## src/rtl/hc4053_scan_sequencer.sv

```systemverilog
// hc4053_scan_sequencer: drives the enable and select lines of a 74HC4053
// triple 2:1 analog switch. It steps through the select codes with
// break-before-make and a settle delay. After each settle it issues a
// sample request to the ADC capture stage and waits for its acknowledge.
// Optional build macro: ACK_TIMEOUT_EN. When it is defined, an
// unacknowledged request times out, advances the scan and sets a sticky
// timeout_err flag.
module hc4053_scan_sequencer #(
  parameter int NUM_CODES      = 8,
  parameter int BBM_CYCLES     = 2,
  parameter int SETTLE_CYCLES  = 16,
  parameter int TIMEOUT_CYCLES = 256
) (
  input  logic       clk,
  input  logic       rst,
  input  logic       start,
  input  logic       cont,
  input  logic       abort,
  input  logic       sample_ack,
  output logic       mux_e_n,
  output logic [2:0] mux_s,
  output logic       sample_req,
  output logic [2:0] code_out,
  output logic       busy,
  output logic       done,
  output logic       timeout_err
);

  // One shared phase counter. It is sized for the longest phase.
  localparam int MAX_A   = (BBM_CYCLES > SETTLE_CYCLES) ? BBM_CYCLES : SETTLE_CYCLES;
  localparam int MAX_CNT = (MAX_A > TIMEOUT_CYCLES) ? MAX_A : TIMEOUT_CYCLES;
  localparam int CW      = $clog2(MAX_CNT + 1);

  localparam logic [CW-1:0] BBM_LAST    = CW'(BBM_CYCLES - 1);
  localparam logic [CW-1:0] SETTLE_LAST = CW'(SETTLE_CYCLES - 1);
  localparam logic [2:0]    LAST_CODE   = 3'(NUM_CODES - 1);

  typedef enum logic [1:0] {
    IDLE   = 2'd0,
    BREAK  = 2'd1,
    SETTLE = 2'd2,
    SAMPLE = 2'd3
  } state_t;

  state_t        state_r, state_nxt_s;
  logic [CW-1:0] cnt_r, cnt_nxt_s;
  logic          mux_e_n_r, mux_e_n_nxt_s;
  logic [2:0]    mux_s_r, mux_s_nxt_s;
  logic          req_r, req_nxt_s;
  logic          busy_r;
  logic          done_r, done_nxt_s;
  logic          advance_s;
  logic          terr_r, terr_nxt_s;
`ifdef ACK_TIMEOUT_EN
  localparam logic [CW-1:0] TIMEOUT_LAST = CW'(TIMEOUT_CYCLES - 1);
  logic          timeout_s;
`endif

  // Next-state and next-output decode. Abort overrides every state.
  always_comb begin
    state_nxt_s   = state_r;
    cnt_nxt_s     = {CW{1'b0}};
    mux_e_n_nxt_s = mux_e_n_r;
    mux_s_nxt_s   = mux_s_r;
    req_nxt_s     = req_r;
    done_nxt_s    = 1'b0;
    terr_nxt_s    = terr_r;
    advance_s     = 1'b0;
`ifdef ACK_TIMEOUT_EN
    timeout_s     = 1'b0;
`endif
    if (abort) begin
      state_nxt_s   = IDLE;
      mux_e_n_nxt_s = 1'b1;
      req_nxt_s     = 1'b0;
    end else begin
      case (state_r)
        IDLE: begin
          if (start) begin
            state_nxt_s   = BREAK;
            mux_s_nxt_s   = 3'd0;
            mux_e_n_nxt_s = 1'b1;
`ifdef ACK_TIMEOUT_EN
            terr_nxt_s    = 1'b0;
`endif
          end else begin
            mux_e_n_nxt_s = 1'b1;
          end
        end
        BREAK: begin
          if (cnt_r == BBM_LAST) begin
            state_nxt_s   = SETTLE;
            mux_e_n_nxt_s = 1'b0;
          end else begin
            cnt_nxt_s = cnt_r + {{(CW-1){1'b0}}, 1'b1};
          end
        end
        SETTLE: begin
          if (cnt_r == SETTLE_LAST) begin
            state_nxt_s = SAMPLE;
            req_nxt_s   = 1'b1;
          end else begin
            cnt_nxt_s = cnt_r + {{(CW-1){1'b0}}, 1'b1};
          end
        end
        SAMPLE: begin
`ifdef ACK_TIMEOUT_EN
          timeout_s = !sample_ack && (cnt_r == TIMEOUT_LAST);
          advance_s = sample_ack || timeout_s;
          if (timeout_s) begin
            terr_nxt_s = 1'b1;
          end else begin
            cnt_nxt_s = cnt_r + {{(CW-1){1'b0}}, 1'b1};
          end
`else
          advance_s = sample_ack;
`endif
          if (advance_s) begin
            req_nxt_s     = 1'b0;
            mux_e_n_nxt_s = 1'b1;
            cnt_nxt_s     = {CW{1'b0}};
            if (mux_s_r < LAST_CODE) begin
              mux_s_nxt_s = mux_s_r + 3'd1;
              state_nxt_s = BREAK;
            end else if (cont) begin
              mux_s_nxt_s = 3'd0;
              state_nxt_s = BREAK;
            end else begin
              state_nxt_s = IDLE;
              done_nxt_s  = 1'b1;
            end
          end else begin
            req_nxt_s = 1'b1;
          end
        end
        default: begin
          state_nxt_s   = IDLE;
          mux_e_n_nxt_s = 1'b1;
          req_nxt_s     = 1'b0;
        end
      endcase
    end
  end

  // State, counter and registered outputs.
  always_ff @(posedge clk or posedge rst) begin
    if (rst) begin
      state_r   <= IDLE;
      cnt_r     <= {CW{1'b0}};
      mux_e_n_r <= 1'b1;
      mux_s_r   <= 3'd0;
      req_r     <= 1'b0;
      busy_r    <= 1'b0;
      done_r    <= 1'b0;
      terr_r    <= 1'b0;
    end else begin
      state_r   <= state_nxt_s;
      cnt_r     <= cnt_nxt_s;
      mux_e_n_r <= mux_e_n_nxt_s;
      mux_s_r   <= mux_s_nxt_s;
      req_r     <= req_nxt_s;
      busy_r    <= (state_nxt_s != IDLE);
      done_r    <= done_nxt_s;
      terr_r    <= terr_nxt_s;
    end
  end

  assign mux_e_n    = mux_e_n_r;
  assign mux_s      = mux_s_r;
  assign code_out   = mux_s_r;
  assign sample_req = req_r;
  assign busy       = busy_r;
  assign done       = done_r;
`ifdef ACK_TIMEOUT_EN
  assign timeout_err = terr_r;
`else
  assign timeout_err = 1'b0;
`endif

endmodule

```

## config.mk

```make
export PLATFORM = sky130hd
export DESIGN_NAME = hc4053_scan_sequencer
export DESIGN_NICKNAME = d
export VERILOG_FILES = /design/src/rtl/hc4053_scan_sequencer.sv
export SDC_FILE = /design/constraint.sdc
export NUM_CORES = 1
export LEC_CHECK = 0
export CAP_MARGIN = 20
export CORE_AREA = 2 2 48 50
export CTS_CLUSTER_DIAMETER = 30
export DETAILED_ROUTE_END_ITERATION = 16
export DIE_AREA = 0 0 50 52
export GPL_ROUTABILITY_DRIVEN = 0
export GPL_TIMING_DRIVEN = 1
export PLACE_DENSITY = 0.79
export RECOVER_POWER = 100
export SYNTH_ARGS = -nofsm -noshare
export SYNTH_HDL_FRONTEND = slang
export SYNTH_SLANG_ARGS = --single-unit
```

## constraint.sdc

```tcl
create_clock -name clk -period 4.7 [get_ports clk]
set_clock_uncertainty 0.15 [all_clocks]
set_input_delay 1.175 -clock clk [delete_from_list [all_inputs] [get_ports clk]]
set_output_delay 1.175 -clock clk [all_outputs]
set_load 0.05 [all_outputs]
```

==> reports/qor.csv <==
metric,value,unit
final_util,0.598,
crit_fanout,6,
cts_buffers,3,
ctsHoldBuffers,0,
synth_area,1120,µm²
io_buffers,15,
htreeDepth,1,
p_seq_frac,0.384,
synth.distinct_cells,35,
antenna_left,0,
drc,0,
ys_top_cells_by_count,"nor2_1 (18), dfrtp_1 (17), ha_1 (8), inv_1 (8), nand2_1 (7)",
pre_cts_slack,1.84,ns
overflow,0,
antenna_found_initial,0,
area_growth,12.3,%
cts_tree,yes,
wl_per_cell,13.6,µm
max-cap-violations,0,
grt_pass1_wl,3780,µm
min_path_type,reg2reg,
synthArstFlopShare,1.00,
die-width,50,µm
combPwrFrac,0.428,
cp.required,4.75,ns
powerDensity,406,nW/µm²
p_sw,210,µW
rsz0062_at_grt,no,
ir_drop,203,µV
seq_area_frac_synth,0.402,
max_freq,304,MHz
maxSlewViolCount,0,
arrival,3.34,ns
grt_usage,0.195,
clk_latency,0.30,ns
tightest_slew,1.17,ns
via_count,860,
post_cts_resized,0,
p_total,511,µW
ios,17,
clk_pin_slew,0.10,ns
fin_crit,3.29,ns
die_area,2600,µm²
first_pass_iters,4,
postSynthAreaPerCell,10.1,µm²
ys.flop_type,dfrtp_1,
critPathLaunchType,primary input,
netlist.area_leader.share,0.379,
placementRows,17,
n_antenna_cell,0,
syn_inst,111,
finalCritPeriodShare,0.700,
yosys.area.top_type,dfrtp_1,
relSlewSlack,0.203,
fin_setup_tns,0,ns
cts.sink_count,18,
synth_most_common_cell,nor2_1,
ys_ff_latch,18,
grtUsageMet3,0.0345,
cts_setup_buffers,0,
root_buffer,clkbuf_4,
internal-power,301,µW
clk_path_buf_depth,2,
num-nets-final,140,
yosysWarningCount,0,
final-hold-violation-count,0,
grt_pass1_vias,858,
core,2110,µm²
grt_busiest_layer,met2,
drt_iter0_markers,13,
switching_share,0.410,
avgViaCountPerCell,5.62,
finalSetupViolCount,0,
layout_setup_ws,1.41,ns
fillers,168,
ys_top_cells_by_area,"dfrtp_1 (38%), ha_1 (8.9%), nor2_1 (6.0%), a2111oi_4 (4.9%), xnor2_1 (3.9%)",
synth_edf_count,0,
die_h,52,µm
use_met2,0.320,
drive_above_1_share,0.0800,
end_kind,flop,
grtUsageMet1,0.242,
grt_max_degree,19,
crit_type,in2reg,
initial_core_util,0.533,
stdcell_area,1260,µm²
syn_nets,125,
dp_hpwl,1550,µm
outcome,"finished, final reports clean",
place_area,1270,µm²
finalWirelength,2080,µm
p_clk_frac,0.188,
p_leak,0.548,nW
## flip-flops by register name (all words and copies together) (netlist names)
name,count
busy,1
cnt_r,9
code_out,3
done,1
mux_e_n,1
sample_req,1
state_r,2
## worst paths after layout
| path | startpoint | to | slack (ns) | cells after the start |
|---|---|---|---|---|
| max | sample_ack | code_out[1]$_DFFE_PP0P_ | 1.41 | 5 |
| min | cnt_r[0]$_DFF_PP0_ | cnt_r[0]$_DFF_PP0_ | 0.37 | 1 |
| max reg2reg | state_r[0]$_DFF_PP0_ | code_out[1]$_DFFE_PP0P_ | 1.98 | 5 |
| min reg2reg | cnt_r[0]$_DFF_PP0_ | cnt_r[0]$_DFF_PP0_ | 0.37 | 1 |
| max in group asynchronous | rst | cnt_r[5]$_DFF_PP0_ | 2.70 | 2 |
| min in group asynchronous | rst | code_out[0]$_DFFE_PP0P_ | 1.26 | 2 |
## cells in the final DEF (no fill, tap or decap), types with 2 or more instances in the layout
cell	n
nand3_1	6
ha_1	8
a21boi_0	3
xor2_1	2
nand2_1	7
dfrtp_1	17
xnor2_1	5
and4b_1	2
nor2_1	18
o21ai_0	4
inv_1	8
clkbuf_4	3
o211ai_1	2
nor3_1	4
dlygate4sd3_1	14
a2111oi_0	2
## power by group through the flow
| stage | clock [mW] | combinational (mW) | sequential (mW) |
|---|---|---|---|
| after floorplan | 0 | 0.174 | 0.231 |
| after global placement | 0 | 0.262 | 0.198 |
| after detailed placement | 0 | 0.262 | 0.200 |
| after CTS | 0.101 | 0.263 | 0.196 |
| after global routing | 0.107 | 0.242 | 0.198 |
| final | 0.0962 | 0.219 | 0.196 |
## logic make-up (layout without fill, tap and decap cells)
group	Yosys count	after routing	synth area share
AOI/OAI and AO/OA	21	21	0.183
xor gates and xnor gates	7	7	0.0546
adders and majority gates	8	8	0.0892
buffers and inverters	13	27	0.0635
DFF	18	18	0.402
other	1	1	0.00334
and+or+nand+nor	43	43	0.204
## per-stage QoR
step / instances / hold slack (ns)
floorplan: 111 / 0.311
detailed placement: 149 / 0.349
global route: 153 / 0.392
CTS: 153 / 0.362
finish: 153 / 0.366
global placement: 149 / 0.335
## final cells by class
cell class,count,area (µm²),share of cell area
multi-input combinational,80,557,0.442
sequential,18,452,0.358
timing repair buffer,15,150,0.119
clock buffer,4,36.3,0.0288
tap,28,35.0,0.0278
inverter,8,30.0,0.0238
## layer usage
layer	up-vias	share of wire	wire length [µm]
met5	-	0	0
met4	0	0.022	45
met3	4	0.043	89
met1	415	0.45	946
met2	26	0.48	1000
li1	415	-	-
## worst max-delay path, cell delays in order
cell           delay [ns]
dlygate4sd3_1        0.59
nor2b_1              0.11
a2111oi_0            0.98
a21boi_0             0.22
a41o_1               0.27
(Power assumes the default switching activity.)
==> edit 1 (config.mk and constraints unchanged) <==
Build with the macro `ACK_TIMEOUT_EN` defined.
--- a/src/rtl/hc4053_scan_sequencer.sv
+++ b/src/rtl/hc4053_scan_sequencer.sv
@@ -5,6 +5,8 @@
 // Optional build macro: ACK_TIMEOUT_EN. When it is defined, an
 // unacknowledged request times out, advances the scan and sets a sticky
 // timeout_err flag.
+`define ACK_TIMEOUT_EN
+
 module hc4053_scan_sequencer #(
   parameter int NUM_CODES      = 8,
   parameter int BBM_CYCLES     = 2,
Function: no difference found for any inputs over 10 cycles, from zero or initial values and one cycle with rst high; that may be too few to reach the edited logic, so the function may still have changed.
==> edit 1 against the unedited design <==
Area after synthesis rose by 2.2%; first-iteration DRC count is 54% higher; sequential cell count increased by 1; worst hold slack worse by 0.024 ns; setup slack gained 0.25 ns; design area up 5.5%; die area stayed put; via count up 3.3%; wire length up 4.3%.
Power is not compared: it rests on default switching activity, and its combinational part moved more than twofold at a synthesized area within 25%.
==> edit 1: results (changes against the unedited design) <==
status: finished, final reports clean
CP delay by family, top: buffers and inverters
worst reg-to-reg path cell count: 9 (+4)
min Tclk post-route: 3.042 ns (-0.2503 ns)
sequential fraction of the synthesis area: 41.55% (+1.3 points)
Critical Path Max Stage Delay: 0.91 ns (-0.07 ns)
fin nets: 144 (+2.9%)
Critical Path Start: code_out[0]$_DFFE_PP0P_
vias in the first global route: 863 (+0.58%)
xor and xnor area share after synthesis: 4.580% (-0.88 points)
pre-CTS setup slack: 1.682 ns (-0.1544 ns)
first-pass GRT wire length: 3788 µm (+0.19%)
reg2reg setup slack: 2.00 ns (+0.02 ns)
First DRT Iteration DRCs: 20 (+7)
Yosys reg bits: 19 (+1)
buffering overhead: 12.05% (+0.14 points)
crit path to: code_out[0]
Synth Area in Adders: 8.724% (-0.19 points)
Vias/cell: 5.656 (+0.63%)
Signal inverters: 9 (+1)
HPWL Detailed: 1582 µm (+1.9%)
Worst Path Arrival: 1.72 ns (-1.62 ns)
nonclk buf count: 16 (+1)
multi-input logic area: 596.8 µm² (+7.2%)
layout filler cell count: 173 (+3.0%)
Final clock-cell share: 1.977% (-0.90 points)
compound-cell area share of the yosys netlist: 17.12% (-1.2 points)
synth unique cells: 42 (+20%)
maximum fanout along the worst path: 8 (+2)
multi-input logic cell count: 81 (+1.3%)
WL per Instance: 13.83 µm (+1.7%)
Least-Margin Pin Slew: 0.7192 ns (-0.4462 ns)
Mapped Nets: 130 (+4.0%)
worst r2r src: cnt_r[0]$_DFF_PP0_
edit 1: metrics by stage:
| step | cells | instance area (µm²) | hold WS (ns) | power (mW) | util (%) |
|---|---|---|---|---|---|
| after floorplan | 116 | 1147 | 0.3029 | 0.2533 | - |
| after global placement | 153 | 1303 | 0.3220 | 0.2771 | 61.85 |
| after detailed placement | 153 | 1303 | 0.3269 | 0.2789 | 61.85 |
| after CTS | 157 | 1329 | 0.3426 | 0.3635 | 63.10 |
| after global routing | 157 | 1329 | 0.3727 | 0.3764 | 63.10 |
| final | 157 | 1329 | 0.3415 | 0.3592 | 63.10 |
edit 1: routing by layer:
metal / routed length [µm] / share of wire (%) / vias up / GRT usage, %
met5: 0 / 0 / - / 0
met1: 1016 / 47 / 419 / 25.69
met2: 1039 / 48 / 20 / 30.70
met4: 52 / 2.4 / 0 / 11.11
met3: 63 / 2.9 / 7 / 3.736
li1: - / - / 442 / -
==> edit 2 (same flow settings) <==
Without the edit above. Make the reset (`rst`) synchronous in one clocked block.
--- a/src/rtl/hc4053_scan_sequencer.sv
+++ b/src/rtl/hc4053_scan_sequencer.sv
@@ -143,7 +143,7 @@
   end
 
   // State, counter and registered outputs.
-  always_ff @(posedge clk or posedge rst) begin
+  always_ff @(posedge clk) begin
     if (rst) begin
       state_r   <= IDLE;
       cnt_r     <= {CW{1'b0}};
Formal check against the unedited RTL: differs if rst is asserted again (counterexample within 4 cycles, from zero or initial values and one cycle with rst high); with rst held inactive, the same outputs for 10 cycles.
==> edit 2 against the unedited design <==
Sequential cell count is the same; wire length fell by 6.2%; cell count up 2.6%; design area is 6.9% lower; setup slack improved by 0.29 ns; synthesized cell count up 3.6%; area after synthesis shrank 10%.
Power is not compared: it rests on default switching activity, and its combinational part moved more than twofold at a synthesized area within 25%.
==> edit 2: results (changes against the unedited design) <==
status: finished, final reports clean
met2 wire len: 913 µm (-8.8%)
pin count of the biggest net entering global routing: 10 (-9)
Most flops, register: cnt_r
reg2reg setup slack: 2.36 ns (+0.38 ns)
Hold WS: 0.3258 ns (-0.04012 ns)
maximum fanout along the worst path: 8 (+2)
layout filler cell count: 210 (+25%)
Placed Area: 0.001160 mm² (-8.4%)
wire length on met3: 59 µm (-34%)
post-CTS sizing: 0 (unchanged)
worst r2r src: cnt_r[5]$_SDFF_PP0_
Hold Startpoint: cnt_r[0]$_SDFF_PP0_
Largest register FFs: 9 (unchanged)
clk buf depth: 2 (unchanged)
fin nets: 146 (+4.3%)
metal1 wirelength: 940 µm (-0.63%)
worst reg-to-reg path cell count: 4 (-1)
layout cells sized above 1: 6.202% (-1.8 points)
Main synth FF type: dfxtp_1
hold path endpoint: cnt_r[0]$_SDFF_PP0_
Critical Path Max Stage Delay: 0.91 ns (-0.07 ns)
Peak VDD IR: 0.1662 mV
sequential fraction of the synthesis area: 35.87% (-4.4 points)
First DRT Iteration DRCs: 5 (-8)
HPWL Detailed: 1528 µm (-1.6%)
slowest CP cell: dlygate4sd3_1
first-pass detailed-route iteration total: 4 (unchanged)
synth top area cells: dfxtp_1 36%, ha_1 11%, nor2_1 6.0%
CTS H-Tree Depth: 1 (unchanged)
initial antenna violation count: 0 (unchanged)
Ant. Diodes: 0 (unchanged)
P_sw: 58.99 µW
WL per Instance: 12.43 µm (-8.6%)
vias in the first global route: 764 (-11%)
Post-synth top cells: 18 x dfxtp_1, 16 x nor2_1, 9 x ha_1
root buf cell: clkbuf_4
total CTS buffers: 3 (unchanged)
# port buffers: 15 (unchanged)
P_leak: 0.4407 nW
Mapped Nets: 130 (+4.0%)
CP bufs+invs: 1 (unchanged)
cell depth of the worst hold path: 1 (unchanged)
Vias/cell: 5.414 (-3.7%)
Async S/R FF share, synth: 0% (-100 points)
postcts setup bufs: 0 (unchanged)
reg-to-reg critical path endpoint: cnt_r[6]$_SDFF_PP0_
Worst Path Arrival: 1.67 ns (-1.67 ns)
Worst slew margin: 58.42% (+38 points)
synth unique cells: 34 (-2.9%)
total of max-cap violations: 0 (unchanged)
first-pass GRT wire length: 3194 µm (-16%)
gr usage total: 16.63% (-2.9 points)
CP delay by family, top: buffers and inverters
Yosys Warn Count: 0 (unchanged)
Worst-path clk slew: 0.09 ns
worst min path class: flip-flop to flip-flop
insertion delay to the later sink of the worst-skew pair: 0.29 ns
Top Layer Used: met4
setup TNS: 0 ns (unchanged)
[edit 2: cell types whose count changed in the layout (fill, tap and decap cells not counted), sizes merged, moves of 3 or more]
cell,unedited run,this run
a21oi,2,6
a21boi,4,0
dfrtp,17,0
dfxtp,0,18
a31o,0,3
[edit 2: stage by stage]
step                      utilization (%)  setup slack (ns)  std cells
after floorplan                         -             2.375        115
after global placement              55.08             1.907        154
after detailed placement            55.08             1.829        154
after CTS                           56.15             1.760        157
after global routing                55.73             1.643        157
final                               55.73             1.702        157
[edit 2: power groups by stage]
stage          Combinational (mW)  Clock, mW  Sequential [mW]
6_report                   0.0240     0.0732            0.155
3_5_place_dp               0.0246          0            0.158
5_1_grt                    0.0258     0.0818            0.155
4_1_cts                    0.0248     0.0761            0.155
3_3_place_gp               0.0240          0            0.158
2_1_floorplan              0.0130          0            0.161
[edit 2: worst max-delay path by stage]
stage / startpoint / to
2_1_floorplan: code_out[0]$_SDFFE_PP0P_ / mux_s[0]
3_3_place_gp: sample_ack / busy$_SDFF_PP0_
3_5_place_dp: sample_ack / busy$_SDFF_PP0_
4_1_cts: code_out[0]$_SDFFE_PP0P_ / code_out[0]
5_1_grt: code_out[0]$_SDFFE_PP0P_ / mux_s[0]
6_report: code_out[0]$_SDFFE_PP0P_ / code_out[0]
[edit 2: cell type report]
| cell class | instances | area (µm²) | share of cell area [%] |
|---|---|---|---|
| multi-input cells | 86 | 579.3 | 49.36 |
| inverters | 7 | 26.28 | 2.239 |
| repair buffers | 15 | 150.1 | 12.79 |
| clock buffers | 3 | 22.52 | 1.919 |
| flip-flops and latches | 18 | 360.3 | 30.70 |
| well taps | 28 | 35.03 | 2.985 |
[edit 2: logic make-up after synthesis]
kind of cell               share of synthesized area [%]
DFF                                                35.87
adders and majority gates                          11.21
and+or+nand+nor                                    21.67
other                                             0.3732
buffers and inverters                              5.605
xor gates and xnor gates                           6.102
AOI/OAI and AO/OA                                  19.18
[edit 2: per-layer routing]
layer | vias up | GRT usage [%]
li1 | 436 | -
met1 | 395 | 19.04
met2 | 14 | 28.73
met3 | 5 | 3.448
met4 | 0 | 9.259
met5 | - | 0
